$ cat config.mk
export PLATFORM = sky130hd
export DESIGN_NAME = oldland_fetch_flat
export DESIGN_NICKNAME = d
export VERILOG_FILES = /design/src/rtl/oldland_fetch_pkg.sv /design/src/rtl/oldland_fetch_if.sv /design/src/rtl/oldland_fetch_skid.sv /design/src/rtl/oldland_fetch.sv /design/src/flat_wrapper.sv
export SDC_FILE = /design/constraint.sdc
export NUM_CORES = 1
export LEC_CHECK = 0
export CAP_MARGIN = 20
export CORE_MARGIN = 2
export CORE_UTILIZATION = 50
export CTS_CLUSTER_SIZE = 28
export DETAILED_ROUTE_END_ITERATION = 10
export GPL_ROUTABILITY_DRIVEN = 0
export GPL_TIMING_DRIVEN = 0
export PLACE_DENSITY = 0.83
export SKIP_CTS_REPAIR_TIMING = 1
export SLEW_MARGIN = 0
export SYNTH_ARGS = -nofsm -noshare
export SYNTH_HDL_FRONTEND = slang
export SYNTH_SLANG_ARGS = --single-unit
$ cat constraint.sdc
create_clock -name clk -period 7.8 [get_ports clk]
set_input_delay 0.78 -clock clk [delete_from_list [all_inputs] [get_ports clk]]
set_output_delay 0.78 -clock clk [all_outputs]
set_load 0.02 [all_outputs]
$ cat src/rtl/oldland_fetch_pkg.sv
// oldland_defs: shared constants and encodings for the oldland fetch stage
package oldland_defs;
    localparam logic [31:0] OLDLAND_NOP          = 32'h1C00_0000;
    localparam logic [31:0] OLDLAND_RESET_VECTOR = 32'h1000_0000;

    typedef enum logic [1:0] {ST_IDLE, ST_FETCH, ST_HOLD, ST_FLUSH} fetch_state_t;
    typedef enum logic [1:0] {OUT_KEEP, OUT_BUBBLE, OUT_MEM, OUT_SKID} out_sel_t;

    function automatic logic [31:0] word_align(input logic [31:0] a);
        return a & ~32'h3;
    endfunction
endpackage

$ cat src/rtl/oldland_fetch_if.sv
// oldland_fetch_if: instruction memory request/acknowledge bus
interface oldland_fetch_if;
    logic [31:0] i_addr;
    logic        i_access;
    logic        i_ack;
    logic [31:0] i_data;

    modport master(output i_addr, i_access, input i_ack, i_data);
    modport slave(input i_addr, i_access, output i_ack, i_data);
endinterface

$ cat src/rtl/oldland_fetch_skid.sv
// oldland_fetch_skid: one-entry holding register for a word acked while decode stalls
module oldland_fetch_skid (
    input  logic        clk,
    input  logic        rst,
    input  logic        load,
    input  logic        clear,
    input  logic [31:0] d_instr,
    input  logic [31:0] d_pc_plus_4,
    output logic [31:0] q_instr,
    output logic [31:0] q_pc_plus_4,
    output logic        valid
);
    // capture on load; clear wins so a redirect always empties the entry
    always_ff @(posedge clk) begin
        if (rst || clear) begin
            valid <= 1'b0;
        end else if (load) begin
            valid       <= 1'b1;
            q_instr     <= d_instr;
            q_pc_plus_4 <= d_pc_plus_4;
        end
    end
endmodule

$ cat src/rtl/oldland_fetch.sv
// oldland_fetch: instruction fetch stage with stall skid, redirect flush and debug run/stop
module oldland_fetch
    import oldland_defs::*;
#(
    parameter logic [31:0] RESET_VECTOR = OLDLAND_RESET_VECTOR,
    parameter logic [31:0] NOP_INSTR    = OLDLAND_NOP
) (
    input  logic               clk,
    input  logic               rst,
    oldland_fetch_if.master    mem,
    input  logic               stall,
    input  logic               branch_taken,
    input  logic [31:0]        branch_pc,
    input  logic               run,
    output logic               stopped,
    input  logic               pc_wr_en,
    input  logic [31:0]        pc_wr_val,
    output logic [31:0]        instr,
    output logic [31:0]        pc_plus_4,
    output logic               i_fetched
);
    fetch_state_t state, state_next, resume;
    out_sel_t     out_sel;
    logic [31:0]  fetch_pc, pc_next, target, target_next, pc_inc;
    logic [31:0]  skid_instr, skid_pc_plus_4;
    logic         skid_load, skid_clear, skid_valid;

    assign pc_inc       = fetch_pc + 32'd4;
    assign resume       = run ? ST_FETCH : ST_IDLE;
    assign mem.i_addr   = fetch_pc;
    assign mem.i_access = (state == ST_FETCH) || (state == ST_FLUSH);
    assign stopped      = !rst && state == ST_IDLE && !run;

    oldland_fetch_skid skid (
        .clk(clk),
        .rst(rst),
        .load(skid_load),
        .clear(skid_clear),
        .d_instr(mem.i_data),
        .d_pc_plus_4(pc_inc),
        .q_instr(skid_instr),
        .q_pc_plus_4(skid_pc_plus_4),
        .valid(skid_valid)
    );

    // state register
    always_ff @(posedge clk) begin
        state <= rst ? ST_IDLE : state_next;
    end

    // next state, PC selection and output source; redirect beats stall and ack
    always_comb begin
        state_next  = state;
        out_sel     = stall ? OUT_KEEP : OUT_BUBBLE;
        pc_next     = fetch_pc;
        target_next = target;
        skid_load   = 1'b0;
        skid_clear  = branch_taken;
        case (state)
            ST_IDLE: begin
                if (branch_taken) begin
                    out_sel = OUT_BUBBLE;
                    pc_next = word_align(branch_pc);
                end else if (pc_wr_en && !run) begin
                    pc_next = word_align(pc_wr_val);
                end
                if (run) state_next = ST_FETCH;
            end
            ST_FETCH: begin
                if (branch_taken) begin
                    out_sel = OUT_BUBBLE;
                    if (mem.i_ack) begin
                        pc_next    = word_align(branch_pc);
                        state_next = resume;
                    end else begin
                        target_next = word_align(branch_pc);
                        state_next  = ST_FLUSH;
                    end
                end else if (mem.i_ack) begin
                    pc_next = pc_inc;
                    if (stall) begin
                        skid_load  = 1'b1;
                        state_next = ST_HOLD;
                    end else begin
                        out_sel    = OUT_MEM;
                        state_next = resume;
                    end
                end
            end
            ST_HOLD: begin
                if (branch_taken) begin
                    out_sel    = OUT_BUBBLE;
                    pc_next    = word_align(branch_pc);
                    state_next = resume;
                end else if (!stall) begin
                    out_sel    = skid_valid ? OUT_SKID : OUT_BUBBLE;
                    skid_clear = 1'b1;
                    state_next = resume;
                end
            end
            default: begin
                out_sel = OUT_BUBBLE;
                if (branch_taken) target_next = word_align(branch_pc);
                if (mem.i_ack) begin
                    pc_next    = branch_taken ? word_align(branch_pc) : target;
                    state_next = resume;
                end
            end
        endcase
    end

    // fetch PC, pending redirect target and the decode-facing output registers
    always_ff @(posedge clk) begin
        if (rst) begin
            fetch_pc  <= RESET_VECTOR;
            target    <= RESET_VECTOR;
            instr     <= NOP_INSTR;
            pc_plus_4 <= 32'd0;
            i_fetched <= 1'b0;
        end else begin
            fetch_pc  <= pc_next;
            target    <= target_next;
            instr     <= out_sel == OUT_MEM ? mem.i_data :
                         out_sel == OUT_SKID ? skid_instr :
                         out_sel == OUT_BUBBLE ? NOP_INSTR : instr;
            pc_plus_4 <= out_sel == OUT_MEM ? pc_inc :
                         out_sel == OUT_SKID ? skid_pc_plus_4 : pc_plus_4;
            i_fetched <= out_sel == OUT_MEM || out_sel == OUT_SKID ? 1'b1 :
                         out_sel == OUT_BUBBLE ? 1'b0 : i_fetched;
        end
    end
endmodule

$ cat src/flat_wrapper.sv
// flat-port wrapper written by rule: the top's interface ports become plain ports
module oldland_fetch_flat import oldland_defs::*;
#(
    parameter logic [31:0] RESET_VECTOR = OLDLAND_RESET_VECTOR,
    parameter logic [31:0] NOP_INSTR    = OLDLAND_NOP
)
  (clk, rst, stall, branch_taken, branch_pc, run, stopped, pc_wr_en, pc_wr_val, instr, pc_plus_4, i_fetched, mem_i_addr, mem_i_access, mem_i_ack, mem_i_data);
  oldland_fetch_if mem_i ();
  input  logic clk;
  input  logic rst;
  input  logic stall;
  input  logic branch_taken;
  input  logic [31:0] branch_pc;
  input  logic run;
  output logic stopped;
  input  logic pc_wr_en;
  input  logic [31:0] pc_wr_val;
  output logic [31:0] instr;
  output logic [31:0] pc_plus_4;
  output logic i_fetched;
  output wire logic [$bits(mem_i.i_addr)-1:0] mem_i_addr;
  output wire logic [$bits(mem_i.i_access)-1:0] mem_i_access;
  input wire logic [$bits(mem_i.i_ack)-1:0] mem_i_ack;
  input wire logic [$bits(mem_i.i_data)-1:0] mem_i_data;
  assign mem_i_addr = mem_i.i_addr;
  assign mem_i_access = mem_i.i_access;
  assign mem_i.i_ack = mem_i_ack;
  assign mem_i.i_data = mem_i_data;
  oldland_fetch #(.RESET_VECTOR(RESET_VECTOR), .NOP_INSTR(NOP_INSTR)) u_core (.clk(clk), .rst(rst), .mem(mem_i), .stall(stall), .branch_taken(branch_taken), .branch_pc(branch_pc), .run(run), .stopped(stopped), .pc_wr_en(pc_wr_en), .pc_wr_val(pc_wr_val), .instr(instr), .pc_plus_4(pc_plus_4), .i_fetched(i_fetched));
endmodule
# == Word level (Yosys, flattened, before mapping) ==
# Index checks and enable logic that the tools add are counted.
# op_classes
reduce_logical,19
addsub,1
n_bitwise,2
n_eq_ne,14
mux,45
# ops
op,count
32-bit 2-to-1 mux,15
32-bit one-hot mux with 3 select lines,1
32-bit one-hot mux with 2 select lines,1
32-bit by 3-bit adder with 32-bit output (second input constant),1
2-bit 2-to-1 mux,15
2-bit one-hot mux with 3 select lines,2
1-bit 2-to-1 mux,11
2-bit != test (second input constant),5
3-bit != test (second input constant),3
2-bit == test (second input constant),4
4-bit AND reduction,2
3-bit nonzero test,2
2-bit by 1-bit == test with 1-bit output (second input constant),2
2-bit nonzero test,2
4-bit nonzero test,1
1-bit logical AND,3
1-bit logical OR,3
3-bit AND reduction,1
1-bit zero test,2
2-bit zero test,1
1-bit inverter,2
2-bit AND reduction,1
2-bit OR reduction,1
# totals
out_inout_bits,99
wordCells,90
reg_bits,196

# == Logic depth before layout (Yosys ltp) ==
# Gate-level depths: netlist (run 1).
# depth
word_depth,9
ltp_mapped,8

# == Cells and area by module ==
# From an unflattened synthesis (run 1), not the netlist that was laid out.
# hier_totals
hier_cells,1094
area_unflattened_um2,9529.1
# modules_own_cells
mod,area_per_inst_um2,cells_each,instances
oldland_fetch,7561.0,1026,1
oldland_fetch_skid,1968.1,68,1

# == Worst setup path before layout (run 1) ==
# No wires, ideal clock.
# synth_path
path_type,input port to flip-flop
from,input branch_taken
to,register u_core.skid.q_instr[0] (enable)
n_path_buf,3
cell_stages,6
slack_ns,3.023
arrival_ns,4.291
cell_sequence,buf_2 -> buf_2 -> inv_1 -> clkbuf_1 -> nand2_1 -> nor2_1
# synth_via
elab_chain_cells,5
word_cells_on_any_way,7
# synth_lines
element,line_no,text
"start, declared",flat_wrapper.sv:12,input logic branch_taken;
1-bit 2-to-1 mux,oldland_fetch.sv:91,if (branch_taken) begin
1-bit 2-to-1 mux,oldland_fetch.sv:59,case (state)
1-bit logical OR,oldland_fetch_skid.sv:15,if (rst || clear) begin
1-bit inverter (no source line),-,
2-bit AND reduction (no source line) (*),-,
"end signal, assigned",oldland_fetch_skid.sv:19,q_instr <= d_instr;
"end, declared",oldland_fetch_skid.sv:9,"output logic [31:0] q_instr,"
# Every way passes the cells marked *; elsewhere a longest branch is shown, timed or not.
# A chain may end at the register's enable or synchronous reset.

# == Final worst setup path (run 1) ==
# layout_path
from,register u_core.state[1]
to,output stopped
# layout_via
elab_chain_cells,3
# layout_lines
element,line_no,text
"start, declared",oldland_fetch.sv:22,"fetch_state_t state, state_next, resume;"
"start signal, assigned",oldland_fetch.sv:48,state <= rst ? ST_IDLE : state_next;
2-bit zero test,oldland_fetch.sv:32,assign stopped = !rst && state == ST_IDLE && !run;
1-bit logical AND (2 in series),oldland_fetch.sv:32,
"end, declared",flat_wrapper.sv:15,output logic stopped;
# No other way between the ends.

==> qor.txt, run 1 <==
status -> completed
VDD IR max -> 0.1787 mV
Max FO, Critical Path -> 10
Filler cells -> 1389
hold_ws -> 0.4552 ns
Fin. Hold Viols -> 0
Crit Path Category -> reg -> out
Power per Cell Area -> 203.1 nW/µm²
RSZ-0062 raised after global routing -> false
detailed-route DRC error count -> 0
Post-synth EDFFs -> 64
FMAX -> 284.4 MHz
Tmin final -> 3.517 ns
DR WL met2 -> 13390 µm
H-tree levels -> 4
ys async rst share -> 0%
met1 wire length -> 11730 µm
worst setup path startpoint -> u_core.state[1]
max_slew headroom -> 49.86%
Setup crit start kind -> flip-flop
Critical R2R Launch -> u_core.mem.i_addr[11]
top layer in use -> met4
gr usage total -> 30.78%
wire length on met3 -> 3796 µm
first-pass GRT wire length -> 46880 µm
core area -> 17900 µm²
# IOs -> 202
R2R depth -> 5
largest net degree at the start of global routing -> 34
hpwl dp -> 22010 µm
CTS Root Cell -> clkbuf_16
Via Count -> 8919
mapped cell area -> 9105 µm²
IO buf count -> 194
Synth cell types -> 78
initial cell density of the core -> 50.86%
Slew Limit Fails -> 0
wire per inst -> 21.34 µm
Clock Skew -> 0.01116 ns
layout cells sized above 1 -> 10.61%
CTS buffer count -> 17
Post-DRT Antenna Nets -> 0
Critical Path RT -> 7.02 ns
CTS tree -> built
Die Width -> 138.9 µm
cell taking the most area after synthesis -> dfxtp_1
Arr. time, crit path -> 2.74 ns
area taken by flip-flops and latches -> 4564 µm²
clk_lat worst skew -> 0.45 ns
DR iter-0 viols -> 1323
first drt pass iteration count -> 7
Synth top area share -> 29.02%
setup TNS -> 0 ns
FF-to-FF setup slack -> 5.42 ns
initial antenna violation count -> 0
sequential-to-total area share from yosys stat -> 50.13%
Worst setup endpoint -> stopped
Warnings, synthesis -> 0
Crit. End Element -> primary output
Final period util -> 45.08%
Placed Area -> 11380 µm²
Final setup viols -> 0
Die ar. -> 19310 µm²
Gate Count Post-Synth -> 960
Synth area leaders -> dfxtp_1, edfxtp_1, nand2_1, nor2_1, a21oi_1
Post-Synthesis Mean Instance Area -> 9.484 µm²
area of the multi-input gates -> 4078 µm²
Post-Syn Nets -> 1064
Leakage Power -> 4.258 nW
Layout Nets -> 1279
Max Root-Sink Buffers -> 2
flops & latches, synth -> 196
FF-to-FF End -> u_core.skid.q_pc_plus_4[31]
Routed WL -> 30240 µm
Tightest Hold Check Type -> reg -> reg
P&R area growth vs syn -> 31.94%
Vias per Instance -> 6.294
Final Instance Area -> 12010 µm²
commonest non-fill, non-tap cell in the layout -> clkdlybuf4s50_1
clock sinks -> 196
Clock transition at path regs -> 0.08 ns
number of antenna repair diodes -> 0
# rows -> 49
Remaining Overflow, GRT -> 0
die height -> 138.9 µm
most frequent cells in the layout -> clkdlybuf4s50_1, dfxtp_1, nand2_1
number of global-route vias before repair -> 8289
worst-margin pin slew -> 0.7520 ns
maxcap violations -> 0
main flop type after synthesis -> dfxtp_1
-- power breakdown --
| group | leakage [nW] | switching [mW] | internal [mW] | total [mW] |
|---|---|---|---|---|
| logic | 2.30 | 0.235 | 0.172 | 0.407 |
| clock network | 0.301 | 0.463 | 0.440 | 0.903 |
| registers | 1.66 | 0.0431 | 1.09 | 1.13 |
| total | 4.26 | 0.741 | 1.70 | 2.44 |
-- final cells by class --
| class | instances | area share, % |
|---|---|---|
| Clock inverter | 15 | 1.719 |
| Buffer | 84 | 3.416 |
| Tap cell | 229 | 2.385 |
| Clock buffer | 17 | 3.541 |
| Inverter | 16 | 0.4999 |
| Sequential cell | 196 | 38.00 |
| Timing Repair Buffer | 196 | 16.50 |
| Multi-Input combinational cell | 664 | 33.94 |
-- per-stage QoR --
stage | util, % | cells | setup slack [ns] | total power, mW
CTS | 67.10 | 1417 | 4.392 | 2.425
detailed placement | 63.57 | 1385 | 4.341 | 1.542
global route | 67.10 | 1417 | 4.281 | 2.507
finish | 67.10 | 1417 | 4.283 | 2.439
global placement | 63.31 | 1383 | 0.7774 | 1.533
floorplan | - | 960 | 3.023 | 1.351
-- state kept, by name (all words and copies together) (netlist names) --
register,cells
u_core.pc_plus_4,32
u_core.i_fetched,1
u_core.instr,32
u_core.skid.q_pc_plus_4,32
u_core.skid.q_instr,32
u_core.state,2
u_core.mem.i_addr,32
u_core.target,32
u_core.skid.valid,1
-- metal layers --
metal / vias to the layer above / GRT usage [%]
met5: - / 0
met4: 0 / 13.24
met3: 96 / 7.355
met2: 646 / 47.81
met1: 4135 / 41.34
li1: 4042 / -
-- worst max-delay path: stages (launching register included) --
cell,delay (ns)
dfxtp_1,0.38
buf_2,0.23
buf_2,0.22
buf_1,0.29
nor4_1,0.46
clkdlybuf4s50_1,0.70
-- worst min-delay path by stage --
stage,startpoint,end,cells after the start
floorplan,u_core.target[11],u_core.target[11],2
global placement,u_core.target[7],u_core.target[7],2
detailed placement,u_core.target[16],u_core.target[16],2
CTS,u_core.target[16],u_core.target[16],2
global route,u_core.target[24],u_core.target[24],2
finish,u_core.target[16],u_core.target[16],2
-- cell usage after synthesis (all sizes together), types with 6 or more instances --
library cell    n
a211oi         19
a21oi          68
a221oi          6
a222oi         31
a22o           10
a22oi          25
a31oi           7
and3            7
buf            51
clkbuf         32
dfxtp         132
edfxtp         64
inv            15
nand2         120
nand2b          7
nand3          20
nand4          14
nor2          102
nor3           29
nor4           14
o211ai          7
o21a            6
o21ai          40
o221ai         11
o22ai          16
xnor2          12
xor2           13
-- cell families (layout without fill, tap and decap cells) --
group	count (synthesis)	after routing	synth area share [%]
fa+ha+maj	1	1	0.1374
compound gates	289	289	22.48
xor+xnor	25	25	2.405
buf+inv	100	328	5.167
mux	7	7	0.7970
simple gates	342	342	18.88
flops	196	196	50.13
Power figures use the tool's default switching activity.
==> inputs of run 2 (changes only) <==
Clock period 7.8 ns to 3.3 ns, I/O delays scaled along.
==> run 2 against run 1 <==
Against the previous run: register-to-register slack got worse by 4.5 ns; design area decreased by 0.10%; die area unchanged; wire length decreased by 1.7%; non-clock buffer count unchanged; clock skew increased by 0.0026 ns; via count increased by 0.27%; combinational power increased by 140%; sequential power increased by 140%; critical path depth unchanged; cell count unchanged; largest cell class unchanged.
==> qor.txt, run 2 (same netlist as run 1, synthesis figures left out) <==
Switching Share -> 29.31%
DR iter-0 viols -> 1164
Final Instance Area -> 12000 µm²
Post-DRT Antenna Nets -> 0
FMAX -> 324.5 MHz
# rows -> 49
Die Width -> 138.9 µm
Max FO, Critical Path -> 10
clk_lat worst skew -> 0.45 ns
wire per inst -> 20.99 µm
P&R area growth vs syn -> 31.80%
CTS tree -> built
Clock transition at path regs -> 0.07 ns
R2R depth -> 5
initial antenna violation count -> 0
worst-margin pin slew -> 0.7384 ns
max_slew headroom -> 50.77%
CP delay by family, top -> buffers and inverters
FF-to-FF setup slack -> 0.90 ns
Vias per Instance -> 6.311
IO buf count -> 194
Final WS setup -> 0.2186 ns
commonest non-fill, non-tap cell in the layout -> clkdlybuf4s50_1
Psw -> 1.686 mW
FF-to-FF End -> u_core.skid.q_instr[28]
Routed WL -> 29740 µm
Hold EP -> u_core.state[0]
Fin. Hold Viols -> 0
Via Count -> 8943
die height -> 138.9 µm
number of global-route vias before repair -> 8246
Comb power frac -> 16.7%
Crit Path Category -> reg -> out
Seq pwr share -> 46.4%
Crit-path slowest cell -> clkdlybuf4s50_1
status -> completed
first-pass GRT wire length -> 45800 µm
Power Internal -> 4.067 mW
Remaining Overflow, GRT -> 0
Final setup viols -> 0
hold_sp -> mem_i_ack
most frequent cells in the layout -> clkdlybuf4s50_1, dfxtp_1, nand2_1
Clk network pwr share -> 37.0%
Die ar. -> 19310 µm²
CTS buffer count -> 17
RSZ-0062 raised after global routing -> false
largest net degree at the start of global routing -> 28
layout cells sized above 1 -> 10.61%
# IOs -> 202
Crit path top cell by count -> buf_2
maxcap violations -> 0
Cell Chain, Critical Path -> buf_2 -> buf_2 -> buf_1 -> nor4_1 -> clkdlybuf4s50_1
dpl ws -> 0.1733 ns
core area -> 17900 µm²
Setup crit start kind -> flip-flop
CP max stage delay -> 0.69 ns
hpwl dp -> 21700 µm
Placed Area -> 11390 µm²
Clock Skew -> 0.01372 ns
Final period util -> 93.38%
met1 wire length -> 11820 µm
gr usage total -> 30.09%
Layout Nets -> 1279
Leakage Power -> 4.260 nW
number of antenna repair diodes -> 0
Critical Path RT -> 2.97 ns
DR WL met2 -> 13080 µm
Power per Cell Area -> 479.4 nW/µm²
Filler cells -> 1423
top layer in use -> met4
first drt pass iteration count -> 7
wire length on met3 -> 3502 µm
WP buf/inv -> 4
initial cell density of the core -> 50.86%
H-tree levels -> 4
Arr. time, crit path -> 2.75 ns
CTS Root Cell -> clkbuf_16
clock sinks -> 196
Tightest Hold Check Type -> in -> reg
Crit. End Element -> primary output
Tmin final -> 3.081 ns
Slew Limit Fails -> 0
hold path depth -> 4
Critical R2R Launch -> u_core.state[0]
Max Root-Sink Buffers -> 2
detailed-route DRC error count -> 0
VDD IR max -> 0.4093 mV
==> run 2: cell count changes in the layout (fill, tap and decap cells not counted), sizes merged <==
cell / previous run / this run
bufinv: 0 / 1
clkinv: 12 / 8
inv: 19 / 22
==> run 2: worst reg2reg max path, cell delays in order (launching register included) <==
cell and delay (ns):
dfxtp_1 0.50, buf_4 0.25, and4bb_2 0.34, nand2_1 0.21, nor2_4 0.52, buf_12 0.28
==> run 2: cell type report <==
type                       instances  area [µm²]  area share [%]
sequential                       196        4564           38.04
multi-input combinational        664        4078           33.98
timing repair buffer             196        1989           16.58
clock buffer                      17       425.4           3.545
buffer                            84       410.4           3.420
tap                              229       286.5           2.388
clock inverter                    15       186.4           1.554
inverter                          16       60.06          0.5005
==> run 2: power groups by stage <==
stage,registers [mW],logic [mW],clock network [mW]
2_1_floorplan,2.76,0.430,0
3_3_place_gp,2.71,0.908,0
3_5_place_dp,2.72,0.923,0
4_1_cts,2.66,0.932,2.13
5_1_grt,2.68,1.01,2.22
6_report,2.67,0.958,2.13
==> run 2: metal layers <==
layer	track usage, %	vias up
met5	0	-
met4	14.04	0
met3	6.354	97
met2	46.05	661
met1	41.08	4148
li1	-	4037
==> run 2: worst max path at each step <==
| stage | cells after the start | start | end |
|---|---|---|---|
| after global routing | 5 | u_core.state[1] | stopped |
| after detailed placement | 8 | branch_taken | u_core.skid.q_instr[28] |
| final | 5 | u_core.state[1] | stopped |
| after CTS | 5 | u_core.state[1] | stopped |
| after global placement | 7 | branch_taken | u_core.skid.q_instr[15] |
| after floorplan | 6 | branch_taken | u_core.skid.q_instr[0] |
==> run 2: metrics by stage <==
stage / utilization (%) / setup TNS [ns] / hold WS, ns / total power [mW] / std cells
after global placement: 63.32 / -103.48 / 0.4404 / 3.623 / 1383
after global routing: 67.03 / 0 / 0.3059 / 5.913 / 1417
after detailed placement: 63.61 / 0 / 0.4453 / 3.641 / 1385
final: 67.03 / 0 / 0.2824 / 5.753 / 1417
after CTS: 67.03 / 0 / 0.2535 / 5.726 / 1417
after floorplan: - / 0 / 0.4289 / 3.193 / 960
==> inputs of run 3 (changes only) <==
Settings changed: CTS_CLUSTER_DIAMETER from default to 60.
==> results of run 3 <==
No change in the layout: final DEF, timing and power equal those of run 2.
